===== src/rtl/i2s_tx_pkg.sv =====
// Shared definitions for the I2S transmitter: FSM state encodings and
// default frame/FIFO geometry. Build option I2S_TX_UNDERRUN_REPEAT_EN
// (see i2s_tx.sv) selects the underrun payload.
package i2s_tx_pkg;

  typedef enum logic [1:0] {
    IDLE  = 2'd0,
    LEFT  = 2'd1,
    RIGHT = 2'd2
  } state_e;

  localparam int DEFAULT_DATA_WIDTH      = 32;
  localparam int DEFAULT_FIFO_ADDR_WIDTH = 4;

endpackage


===== src/rtl/i2s_tx_sync_fifo.sv =====
// Single-clock show-ahead FIFO: rd_data_o always presents the oldest entry,
// rd_en_i acknowledges it. Writes when full and reads when empty are ignored.
module sync_fifo #(
  parameter int DATA_WIDTH = 32,
  parameter int ADDR_WIDTH = 4
) (
  input  logic                  clk,
  input  logic                  srst,
  input  logic                  wr_en_i,
  input  logic [DATA_WIDTH-1:0] wr_data_i,
  input  logic                  rd_en_i,
  output logic [DATA_WIDTH-1:0] rd_data_o,
  output logic [ADDR_WIDTH:0]   usedw_o,
  output logic                  full_o,
  output logic                  empty_o
);

  localparam int DEPTH = 1 << ADDR_WIDTH;
  localparam logic [ADDR_WIDTH:0] DEPTH_CNT = DEPTH[ADDR_WIDTH:0];

  logic [DATA_WIDTH-1:0] mem_q [DEPTH];
  logic [ADDR_WIDTH-1:0] wr_ptr_q, rd_ptr_q;
  logic [ADDR_WIDTH:0]   count_q;
  logic                  do_wr, do_rd;

  assign full_o    = (count_q == DEPTH_CNT);
  assign empty_o   = (count_q == '0);
  assign usedw_o   = count_q;
  assign do_wr     = wr_en_i && !full_o;
  assign do_rd     = rd_en_i && !empty_o;
  assign rd_data_o = mem_q[rd_ptr_q];

  // Storage array; contents need no reset because the count gates every read.
  always_ff @(posedge clk) begin
    if (do_wr) begin
      mem_q[wr_ptr_q] <= wr_data_i;
    end
  end

  // Pointers and occupancy; simultaneous read and write leave the count unchanged.
  always_ff @(posedge clk) begin
    if (srst) begin
      wr_ptr_q <= '0;
      rd_ptr_q <= '0;
      count_q  <= '0;
    end else begin
      if (do_wr) wr_ptr_q <= wr_ptr_q + 1'b1;
      if (do_rd) rd_ptr_q <= rd_ptr_q + 1'b1;
      case ({do_wr, do_rd})
        2'b10:   count_q <= count_q + 1'b1;
        2'b01:   count_q <= count_q - 1'b1;
        default: count_q <= count_q;
      endcase
    end
  end

endmodule


===== src/rtl/i2s_tx.sv =====
// I2S transmitter slave: serialises stereo frames from a FIFO onto dacdat,
// slot timing taken from the codec's daclrc. Define I2S_TX_UNDERRUN_REPEAT_EN
// to resend the previous frame on underrun instead of silence.
module i2s_tx
  import i2s_tx_pkg::*;
#(
  parameter int DATA_WIDTH      = DEFAULT_DATA_WIDTH,
  parameter int FIFO_ADDR_WIDTH = DEFAULT_FIFO_ADDR_WIDTH
) (
  input  logic                     bclk,
  input  logic                     reset,
  input  logic                     daclrc,
  output logic                     dacdat,
  input  logic                     dacfifo_write,
  input  logic [DATA_WIDTH-1:0]    dacfifo_writedata,
  output logic                     dacfifo_full,
  output logic [FIFO_ADDR_WIDTH:0] dacfifo_usedw,
  output logic [15:0]              underrun_cnt
);

  localparam int HALF = DATA_WIDTH / 2;
  localparam int CW   = $clog2(HALF + 1);

  state_e                state_q, state_d;
  logic [DATA_WIDTH-1:0] frame_q, frame_d;
  logic [HALF-1:0]       shift_q, shift_d;
  logic [CW-1:0]         cnt_q, cnt_d;
  logic [15:0]           underrun_q, underrun_d;
  logic                  lrc_r0, lrc_r1;
  logic                  lrc_fall, lrc_rise;
  logic                  pop;
  logic [DATA_WIDTH-1:0] fifo_rd_data;
  logic                  fifo_empty;

  sync_fifo #(
    .DATA_WIDTH(DATA_WIDTH),
    .ADDR_WIDTH(FIFO_ADDR_WIDTH)
  ) u_fifo (
    .clk      (bclk),
    .srst     (reset),
    .wr_en_i  (dacfifo_write),
    .wr_data_i(dacfifo_writedata),
    .rd_en_i  (pop),
    .rd_data_o(fifo_rd_data),
    .usedw_o  (dacfifo_usedw),
    .full_o   (dacfifo_full),
    .empty_o  (fifo_empty)
  );

  // Both sync flops reset low so a daclrc already low after reset gives no edge.
  assign lrc_fall = lrc_r1 && !lrc_r0;
  assign lrc_rise = !lrc_r1 && lrc_r0;

  // Output is the shifter MSB only while bits of the current slot remain.
  assign dacdat       = (state_q != IDLE) && (cnt_q != '0) && shift_q[HALF-1];
  assign underrun_cnt = underrun_q;

  // Slot sequencing: a new frame on falling edge, right half on rising edge.
  always_comb begin
    state_d    = state_q;
    frame_d    = frame_q;
    shift_d    = shift_q;
    cnt_d      = cnt_q;
    underrun_d = underrun_q;
    pop        = 1'b0;
    if (lrc_fall && (state_q != LEFT)) begin
      if (!fifo_empty) begin
        pop     = 1'b1;
        frame_d = fifo_rd_data;
      end else begin
        if (underrun_q != 16'hFFFF) underrun_d = underrun_q + 16'd1;
`ifdef I2S_TX_UNDERRUN_REPEAT_EN
        frame_d = frame_q;
`else
        frame_d = '0;
`endif
      end
      shift_d = frame_d[DATA_WIDTH-1:HALF];
      cnt_d   = CW'(HALF);
      state_d = LEFT;
    end else if (lrc_rise && (state_q == LEFT)) begin
      shift_d = frame_q[HALF-1:0];
      cnt_d   = CW'(HALF);
      state_d = RIGHT;
    end else if (cnt_q != '0) begin
      shift_d = shift_q << 1;
      cnt_d   = cnt_q - CW'(1);
    end
  end

  // State, datapath and daclrc synchroniser registers.
  always_ff @(posedge bclk) begin
    if (reset) begin
      state_q    <= IDLE;
      frame_q    <= '0;
      shift_q    <= '0;
      cnt_q      <= '0;
      underrun_q <= '0;
      lrc_r0     <= 1'b0;
      lrc_r1     <= 1'b0;
    end else begin
      state_q    <= state_d;
      frame_q    <= frame_d;
      shift_q    <= shift_d;
      cnt_q      <= cnt_d;
      underrun_q <= underrun_d;
      lrc_r0     <= daclrc;
      lrc_r1     <= lrc_r0;
    end
  end

endmodule

===== config.mk =====
export PLATFORM = sky130hd
export DESIGN_NAME = i2s_tx
export DESIGN_NICKNAME = d
export VERILOG_FILES = /design/src/rtl/i2s_tx_pkg.sv /design/src/rtl/i2s_tx_sync_fifo.sv /design/src/rtl/i2s_tx.sv
export SDC_FILE = /design/constraint.sdc
export NUM_CORES = 1
export LEC_CHECK = 0
export ABC_CLOCK_PERIOD_IN_PS = 4550
export CAP_MARGIN = 10
export CORE_MARGIN = 2
export CORE_UTILIZATION = 25
export CTS_BUF_LIST = sky130_fd_sc_hd__clkbuf_2
export CTS_CLUSTER_SIZE = 12
export DETAILED_ROUTE_END_ITERATION = 6
export PLACE_DENSITY = 0.36
export SYNTH_ARGS = -nofsm -noshare
export SYNTH_HDL_FRONTEND = slang
export SYNTH_SLANG_ARGS = --single-unit

===== constraint.sdc =====
create_clock -name bclk -period 4.55 [get_ports bclk]
set_clock_uncertainty 0.15 [all_clocks]
set_input_delay 0.91 -clock bclk [delete_from_list [all_inputs] [get_ports bclk]]
set_output_delay 0.91 -clock bclk [all_outputs]
set_load 0.02 [all_outputs]

### Word level (Yosys, flattened, before mapping)

Memories as Yosys holds them, arrays and structs flattened. A register that Yosys moved wholly into a read port is not among the register bits.
Cells that the tools add are included.

* output and inout port bits: 23
* word-level logic and storage cells: 62
* memory bits (writable): 512
* memories kept: 1
* register bits: 70

Memories
* u_fifo.mem_q: words 16, bits a word 32, read ports 1, clocked after memory_dff 1, write ports 1, RTL line i2s_tx_sync_fifo.sv:21 `logic [DATA_WIDTH-1:0] mem_q [DEPTH];`

* mux-type cells: 16
* reduce and logical (&&, ||, !) cells: 21
* add/sub/neg operators: 6
* eq/ne operators: 6

Operator list (number)
* 2-to-1 mux 16 bit: 3
* 2-to-1 mux 32 bit: 1
* adder 16 x 1 -> 16 bit (second input constant): 1
* inequality test 16 bit (second input constant): 1
* 2-to-1 mux 5 bit: 3
* case mux 5 bit (2 select lines): 1
* subtractor 5 x 1 -> 5 bit (second input constant): 2
* adder 4 x 1 -> 4 bit (second input constant): 2
* logical AND 1 bit: 8
* 2-to-1 mux 4 bit: 2
* 2-to-1 mux 1 bit: 6
* nonzero test 2 bit: 3
* adder 5 x 1 -> 5 bit (second input constant): 1
* == test 5 bit (second input constant): 1
* zero test 5 bit: 1
* nonzero test 5 bit: 1
* == test 2 x 1 -> 1 bit (second input constant): 2
* zero test 1 bit: 4
* AND reduction 3 bit: 1
* nonzero test 3 bit: 1
* OR reduction 3 bit: 1
* == test 2 bit (second input constant): 1
* inequality test 2 x 1 -> 1 bit (second input constant): 1
* OR reduction 2 bit: 1

### Logic depth before layout (Yosys ltp)

Gate-level depths: netlist (run 1).

* depth in word-level cells: 7
* depth in mapped cells: 15

### Cells and area by module

A second synthesis (run 1) with hierarchy kept.

* cell total of the unflattened synthesis: 1222
* area total of the unflattened synthesis: 22999.6 sq um

By module, submodules not included
* sync_fifo: instances 1, area an instance 20173.1 sq um, cells an instance 915, seq. area each 15715.1 sq um
* i2s_tx: instances 1, area an instance 2826.5 sq um, cells an instance 307, seq. area each 1141.1 sq um

### Least setup slack after synthesis (run 1)

OpenSTA, ideal clock, no wires.

* path type: input-to-reg
* from: input dacfifo_write
* to: memory u_fifo.mem_q[3][0], enable pin
* setup time: 0.461 ns
* cell stages on the path: 5
* buffers on the path: 1
* required time: 3.939 ns
* slack: 0.080 ns
* data arrival time: 3.859 ns
* cell sequence: inv_1 -> a21oi_1 -> clkbuf_1 -> nand2_1 -> nor3_1

* word-level cells in the longest chain between the ends: 3

Ends and longest elaborated chain
* start: declaration: RTL line i2s_tx.sv:14 `input logic dacfifo_write,`
* logical AND 1 bit: RTL line i2s_tx_sync_fifo.sv:29 `assign do_wr = wr_en_i && !full_o;`
* 2-to-1 mux 1 bit: RTL line i2s_tx_sync_fifo.sv:35 `if (do_wr) begin`
* 2-to-1 mux 1 bit (implied by the code): RTL line i2s_tx_sync_fifo.sv:36 `mem_q[wr_ptr_q] <= wr_data_i;`
* end: declaration: RTL line i2s_tx_sync_fifo.sv:21

No other way between the ends.

### Worst setup path after layout (run 1)

* from: register cnt_q[0]
* to: output dacdat

* word-level cells in the longest chain between the ends: 3

Ends and longest elaborated chain
* start: declaration: RTL line i2s_tx.sv:27 `logic [CW-1:0] cnt_q, cnt_d;`
* start signal: assignment: RTL line i2s_tx.sv:105 `cnt_q <= cnt_d;`
* nonzero test 5 bit: RTL line i2s_tx.sv:55 `assign dacdat = (state_q != IDLE) && (cnt_q != '0) && shift_q[HALF-1];`
* logical AND 1 bit (2 in series): RTL line i2s_tx.sv:55
* end: declaration: RTL line i2s_tx.sv:13 `output logic dacdat,`

No other way between the ends.

==> qor.yml, run 1 <==
logic_synthesis:
  synth_cell_types: 45
  synth_edf_count: 512
  synth.top_cells.by_area: "edfxtp_1 (68%), mux4_2 (16%), dfxtp_1 (6.6%)"
  synth_area_per_cell_um2: 19.7
  yosys_warnings: 0
  async_flop_share: 0
  netlist_area_um2: 22600
  ys_seq_elements: 586
  yosysSeqAreaShare: 0.747
  synthCells: 1147
  syn_nets: 1192
  synth_ff_type: "edfxtp_1"
  synth.top_cell.area_share: 0.681
  yosysTopAreaCell: "edfxtp_1"
critical_path:
  r2r_slack_ns: 1.16
  arrival_ns: 3.10
  cp_max_fo: 2
  r2r-end: "u_fifo.usedw_o[4]"
  cpMostUsedCell: "nor2_1"
  slowest_delay_ns: 0.55
  crit_type: "reg -> out"
  cp.required_ns: 3.49
  r2r_cells: 12
  rr_startpoint: "u_fifo.usedw_o[1]"
  crit_path_start_kind: "register"
  path_cells: "inv_1 -> ha_1 -> or3b_2 -> nor2_1 -> nor2_1 -> clkdlybuf4s50_1"
  slowest_stage: "clkdlybuf4s50_1"
  end_kind: "output pin"
flow_run:
  cap_violations: 0
power_and_ir_drop:
  swShare: 0.255
  power_frac_seq: 0.562
  p_clk_frac: 0.362
  cell_internal_pwr_mw: 7.96
  irDropWorstVdd_mv: 0.177
  p_per_area_nw_per_um2: 406
  combPwrFrac: 0.076
  power_leakage_nw: 8.31
  switchingPower_mw: 2.73
route:
  routedWlPerCell_um: 22.2
  vias: 11547
  viasPerCell: 4.39
  drc: 0
  wirelength_um: 58300
  drtIter0Drc: 811
  dr.pass1.iters: 5
  ant_nets: 0
sta:
  period_share: 0.914
  period_minus_slack_ns: 4.16
  tightest_slew_ns: 1.16
  rsz0062_at_grt: "false"
  setup_viol: 0
  hold_viol: 0
  fin_setup_tns_ns: 0
  finalMaxSlewViolations: 0
  slew_headroom: 0.226
  max_freq_ghz: 0.241
  whs_ns: 0.313
global_route:
  grt_max_degree: 120
  grt_usage: 0.127
  antenna_found_initial: 8
  overflow: 0
  grt_pass1_vias: 11918
  grt_pass1_wl_um: 84300
cts:
  cts_tree: "done"
  root_buffer: "clkbuf_2"
  cts_resized: 0
  cts-htree-levels: 4
  cts_made_buffers: 159
  postCtsHoldBufs: 2
  clock_path_buffers: 3
  cts.sinks: 586
  clk_latency_ns: 1.27
  cts_setup_buffers: 0
  clkTransAtPathRegs_ns: 0.09
hold_path:
  min_to: "frame_q[15]"
  whs_path_depth: 2
  hold_class: "reg -> reg"
  hp-start: "frame_q[15]"
final_layout:
  nets: 1384
  areaGrowthSynthToFinish_pct: 16.7
  nFillCells: 8939
  fin_util: 0.294
  drive_above_1_share: 0.327
floorplanning:
  fp-row-count: 110
  fp.dieArea_um2: 92700
  io_pins: 59
  initial_core_util: 0.252
  die_w_um: 305
  fp.dieH_um: 305
  coreArea_um2: 89700
placement:
  io_buffers: 58
  dp_hpwl_um: 35300
  finalWeightedCongestion: 0.724
outcome:
  outcome: "complete, no violations"
placed cells by master (no fill, tap or decap), types with 10 or more instances in the layout:
master,Yosys,layout
nand2_1,30,30
nor2_1,82,69
xnor2_1,12,12
a21oi_1,28,28
edfxtp_1,512,512
o21ai_0,37,37
nor2_4,0,12
clkbuf_2,0,243
mux4_2,160,160
nor3_1,40,36
clkdlybuf4s50_1,0,57
buf_4,5,20
buf_12,0,11
nand3_1,10,10
inv_1,26,26
clkinv_1,0,19
dfxtp_1,74,70
xor2_1,11,11
power by group through the flow:
| stage | clock network, mW | registers (mW) | logic, mW |
|---|---|---|---|
| 5_1_grt | 4.38 | 6.03 | 0.906 |
| 6_report | 3.87 | 6.01 | 0.810 |
| 3_5_place_dp | 0 | 6.14 | 0.828 |
| 2_1_floorplan | 0 | 6.13 | 0.518 |
| 4_1_cts | 4.12 | 6.01 | 0.830 |
| 3_3_place_gp | 0 | 6.13 | 0.818 |
sequential cells by signal, indices dropped and copies added, names as in the netlist, named ones only:
signal           flops
u_fifo.mem_q       512
frame_q             16
shift_q             16
underrun_cnt        16
cnt_q                5
u_fifo.usedw_o       5
u_fifo.rd_ptr_q      4
u_fifo.wr_ptr_q      4
state_q              2
lrc_r0               1
lrc_r1               1
per-layer routing:
layer  wire, µm  track usage  vias to the layer above  share of wire
met5         15            0                        -        0.00026
met4       1360       0.0512                        2          0.023
met3       2790       0.0332                      103          0.048
met2      24800        0.174                      296           0.42
met1      29400        0.189                     6022           0.50
li1           -            -                     5124              -
how the worst max path moves through the flow:
stage	end	start	depth (start not counted)	slack, ns
6_report	dacdat	cnt_q[0]	6	0.39
5_1_grt	dacdat	cnt_q[0]	6	0.06
4_1_cts	dacdat	cnt_q[0]	6	0.06
3_5_place_dp	u_fifo.mem_q[8][24]	dacfifo_write	7	1.04
3_3_place_gp	u_fifo.usedw_o[4]	dacfifo_write	12	0.91
2_1_floorplan	u_fifo.mem_q[3][0]	dacfifo_write	5	0.08
critical path: cells and delay by family (launching register included):
family | cells | cell delay, ns
AND/OR/NAND/NOR | 3 | 0.68
flip-flops | 1 | 0.32
adder cells (fa/ha/maj) | 1 | 0.18
buffers and inverters | 2 | 0.64
kinds of logic (layout without fill, tap and decap cells):
group / count (synthesis) / in the layout / synth area share
buffers and inverters: 86 / 390 / 0.0163
DFF: 586 / 586 / 0.747
adders and majority gates: 9 / 9 / 0.00499
muxes: 163 / 163 / 0.161
AOI/OAI and AO/OA: 79 / 79 / 0.0195
other: 0 / 3 / 0
and+or+nand+nor: 201 / 201 / 0.0427
xor gates and xnor gates: 23 / 23 / 0.00892
area by class of cell:
class	instances	area, µm²	share of cell area
flip-flops and latches	586	16900	0.640
multi-input cells	475	5470	0.207
well taps	1176	1470	0.0558
clock buffers	243	1220	0.0462
repair buffers	91	966	0.0367
clock inverters	30	255	0.00969
inverters	26	97.6	0.00370
diodes	3	7.51	0.000285
stage by stage:
| step | worst slack [ns] | cells | power (mW) | instance area [µm²] |
|---|---|---|---|---|
| 6_report | 0.394 | 2630 | 10.7 | 26300 |
| 5_1_grt | 0.0562 | 2628 | 11.3 | 26300 |
| 4_1_cts | 0.0648 | 2627 | 11.0 | 26300 |
| 3_5_place_dp | 1.04 | 2352 | 6.96 | 24800 |
| 3_3_place_gp | 0.914 | 2352 | 6.95 | 24800 |
| 2_1_floorplan | 0.0799 | 1147 | 6.65 | 22600 |
cells in the mapped netlist (2+ instances only):
cell type  number
edfxtp_1      512
mux4_2        160
nor2_1         82
dfxtp_1        74
nor3_1         40
o21ai_0        37
clkbuf_1       30
nand2_1        30
a21oi_1        28
inv_1          26
buf_2          21
xnor2_1        12
xor2_1         11
nand3_1        10
ha_1            9
nand4_1         6
or3_1           6
buf_4           5
buf_1           4
nand2b_1        4
nor2b_1         4
and3_1          3
nor4_1          3
a311o_1         2
a31oi_1         2
and2_1          2
and4_1          2
mux2i_1         2
o211ai_1        2
o21a_1          2
or3b_2          2
No activity file was read; power rests on OpenSTA's default activity.
==> run 2: changes to the inputs <==
--- a/config.mk
+++ b/config.mk
@@ -15,2 +15,3 @@
 export PLACE_DENSITY = 0.36
+export RECOVER_POWER = 25
 export SYNTH_ARGS = -nofsm -noshare
==> constraint.sdc (replaced) <==
create_clock -name bclk -period 4.55 [get_ports bclk]
set_clock_uncertainty 0.15 [all_clocks]
set_input_delay 1.365 -clock bclk [delete_from_list [all_inputs] [get_ports bclk]]
set_output_delay 1.365 -clock bclk [all_outputs]
set_load 0.02 [all_outputs]
==> run 2 against run 1 <==
Critical path depth stayed put. Hold slack worse by 0.013 ns. Global-route usage fell by 0.18 points. Flip-flop and latch count is the same. Combinational power increased by 1%. Die area unchanged. Largest power group unchanged. Highest routed layer unchanged.
==> qor.yml, run 2 (synthesis gave the netlist of run 1 again) <==
power_and_ir_drop:
  power_leakage_nw: 8.34
  total_power_mw: 10.6
  p_clk_frac: 0.358
  combPwrFrac: 0.077
  power_frac_seq: 0.565
  swShare: 0.254
  p_per_area_nw_per_um2: 404
  switchingPower_mw: 2.70
  irDropWorstVdd_mv: 0.180
  cell_internal_pwr_mw: 7.95
critical_path:
  r2r_cells: 11
  end_kind: "output pin"
  arrival_ns: 2.69
  cp.required_ns: 3.03
  crit_type: "reg -> out"
  cp_max_fo: 2
  crit_path_start_kind: "register"
global_route:
  overflow: 0
  grt_util_met3: 0.0367
  antenna_found_initial: 11
  grt_pass1_wl_um: 83100
  grt-busiest-layer: "met1"
  use_met2: 0.174
  grt_usage: 0.125
  grt_pass1_vias: 12136
  grt_max_degree: 67
  gr-usage-met1: 0.183
flow_run:
  cap_violations: 0
sta:
  tightest_slew_ns: 1.12
  setup_viol: 0
  hold_viol: 0
  finalMaxSlewViolations: 0
  max_freq_ghz: 0.238
  slew_headroom: 0.252
  fin_setup_tns_ns: 0
  rsz0062_at_grt: "false"
  period_minus_slack_ns: 4.20
  period_share: 0.924
route:
  drc: 0
  wirelength_um: 57400
  viasPerCell: 4.34
  routedWlPerCell_um: 21.8
  vias: 11461
  drtIter0Drc: 786
  ant_nets: 0
  dr.pass1.iters: 6
cts:
  cts_made_buffers: 160
  cts-htree-levels: 4
  clk_latency_ns: 1.32
  clock_path_buffers: 3
  cts_tree: "done"
  cts_setup_buffers: 0
  clkTransAtPathRegs_ns: 0.07
  root_buffer: "clkbuf_2"
  cts.sinks: 586
placement:
  finalWeightedCongestion: 0.719
  dp_hpwl_um: 36700
  io_buffers: 58
floorplanning:
  fp.dieH_um: 305
  fp-row-count: 110
  die_w_um: 305
  initial_core_util: 0.252
  io_pins: 59
  fp.dieArea_um2: 92700
  coreArea_um2: 89700
final_layout:
  nets: 1397
  drive_above_1_share: 0.334
  areaGrowthSynthToFinish_pct: 16.8
  largest_reg_flops: 512
  mostFrequentLayoutCells: "edfxtp_1 (512), clkbuf_2 (241), mux4_2 (160), dfxtp_1 (70), nor2_1 (68)"
  final_common_cell: "edfxtp_1"
  regMostFlops: "u_fifo.mem_q"
hold_path:
  whs_path_depth: 2
  hold_class: "reg -> reg"
outcome:
  outcome: "complete, no violations"
==> run 2: changes by cell type in the layout (fill, tap and decap cells not counted), moves of 4 or more <==
cell,before,now
buf_12,11,5
buf_4,20,39
clkdlybuf4s50_1,57,31
dlygate4sd3_1,2,25
nor3_2,4,0
nor3_4,0,4
==> run 2: critical path: stages, from the launching register on <==
cell	delay (ns)
dfxtp_1	0.31
inv_1	0.09
ha_2	0.19
or3b_2	0.47
nor2_2	0.12
nor2_1	0.07
buf_2	0.16
==> run 2: power by group through the flow <==
stage / Sequential, mW / Clock (mW) / Combinational [mW]
6_report: 6.02 / 3.81 / 0.821
4_1_cts: 6.02 / 4.05 / 0.847
3_3_place_gp: 6.14 / 0 / 0.835
3_5_place_dp: 6.14 / 0 / 0.842
5_1_grt: 6.03 / 4.30 / 0.926
2_1_floorplan: 6.12 / 0 / 0.519
==> run 2: final cells by class <==
cell class	count	area, µm²
inverters	26	97.6
clock buffers	241	1210
well taps	1176	1470
diodes	3	7.51
multi-input cells	475	5500
fillers	8953	63400
repair buffers	103	972
flip-flops and latches	586	16900
clock inverters	29	253
==> run 2: stage by stage <==
| stage | area [µm²] | instances | hold WS [ns] | utilization | setup slack (ns) |
|---|---|---|---|---|---|
| CTS | 26400 | 2636 | 0.156 | 0.294 | 0.0250 |
| finish | 26400 | 2639 | 0.300 | 0.294 | 0.346 |
| global placement | 24900 | 2365 | 0.287 | 0.277 | 0.505 |
| detailed placement | 24900 | 2365 | 0.287 | 0.277 | 0.479 |
| floorplan | 22600 | 1147 | 0.270 | - | 0.480 |
| global route | 26400 | 2637 | 0.252 | 0.294 | 0.0212 |
==> run 2: layer usage <==
metal,up-vias,part of all wire,wire (µm)
li1,5131,-,-
met1,5950,0.50,28600
met2,291,0.43,24600
met3,87,0.053,3050
met4,2,0.020,1170
met5,-,0.00023,13
==> run 2: path summary, 6_finish.rpt <==
kind / from / endpoint / slack, ns
worst min-delay path: frame_q[4] / frame_q[4] / 0.30
worst max register to register: u_fifo.usedw_o[2] / u_fifo.usedw_o[4] / 1.30
worst max-delay path: cnt_q[0] / dacdat / 0.35
worst min register to register: frame_q[4] / frame_q[4] / 0.30
==> run 2: what timing repair did <==
action	4_1_cts	5_1_grt
resized for setup	7	0
endpoints found under the hold margin	2	0
setup endpoints to repair	2	0
hold buffers	1	0
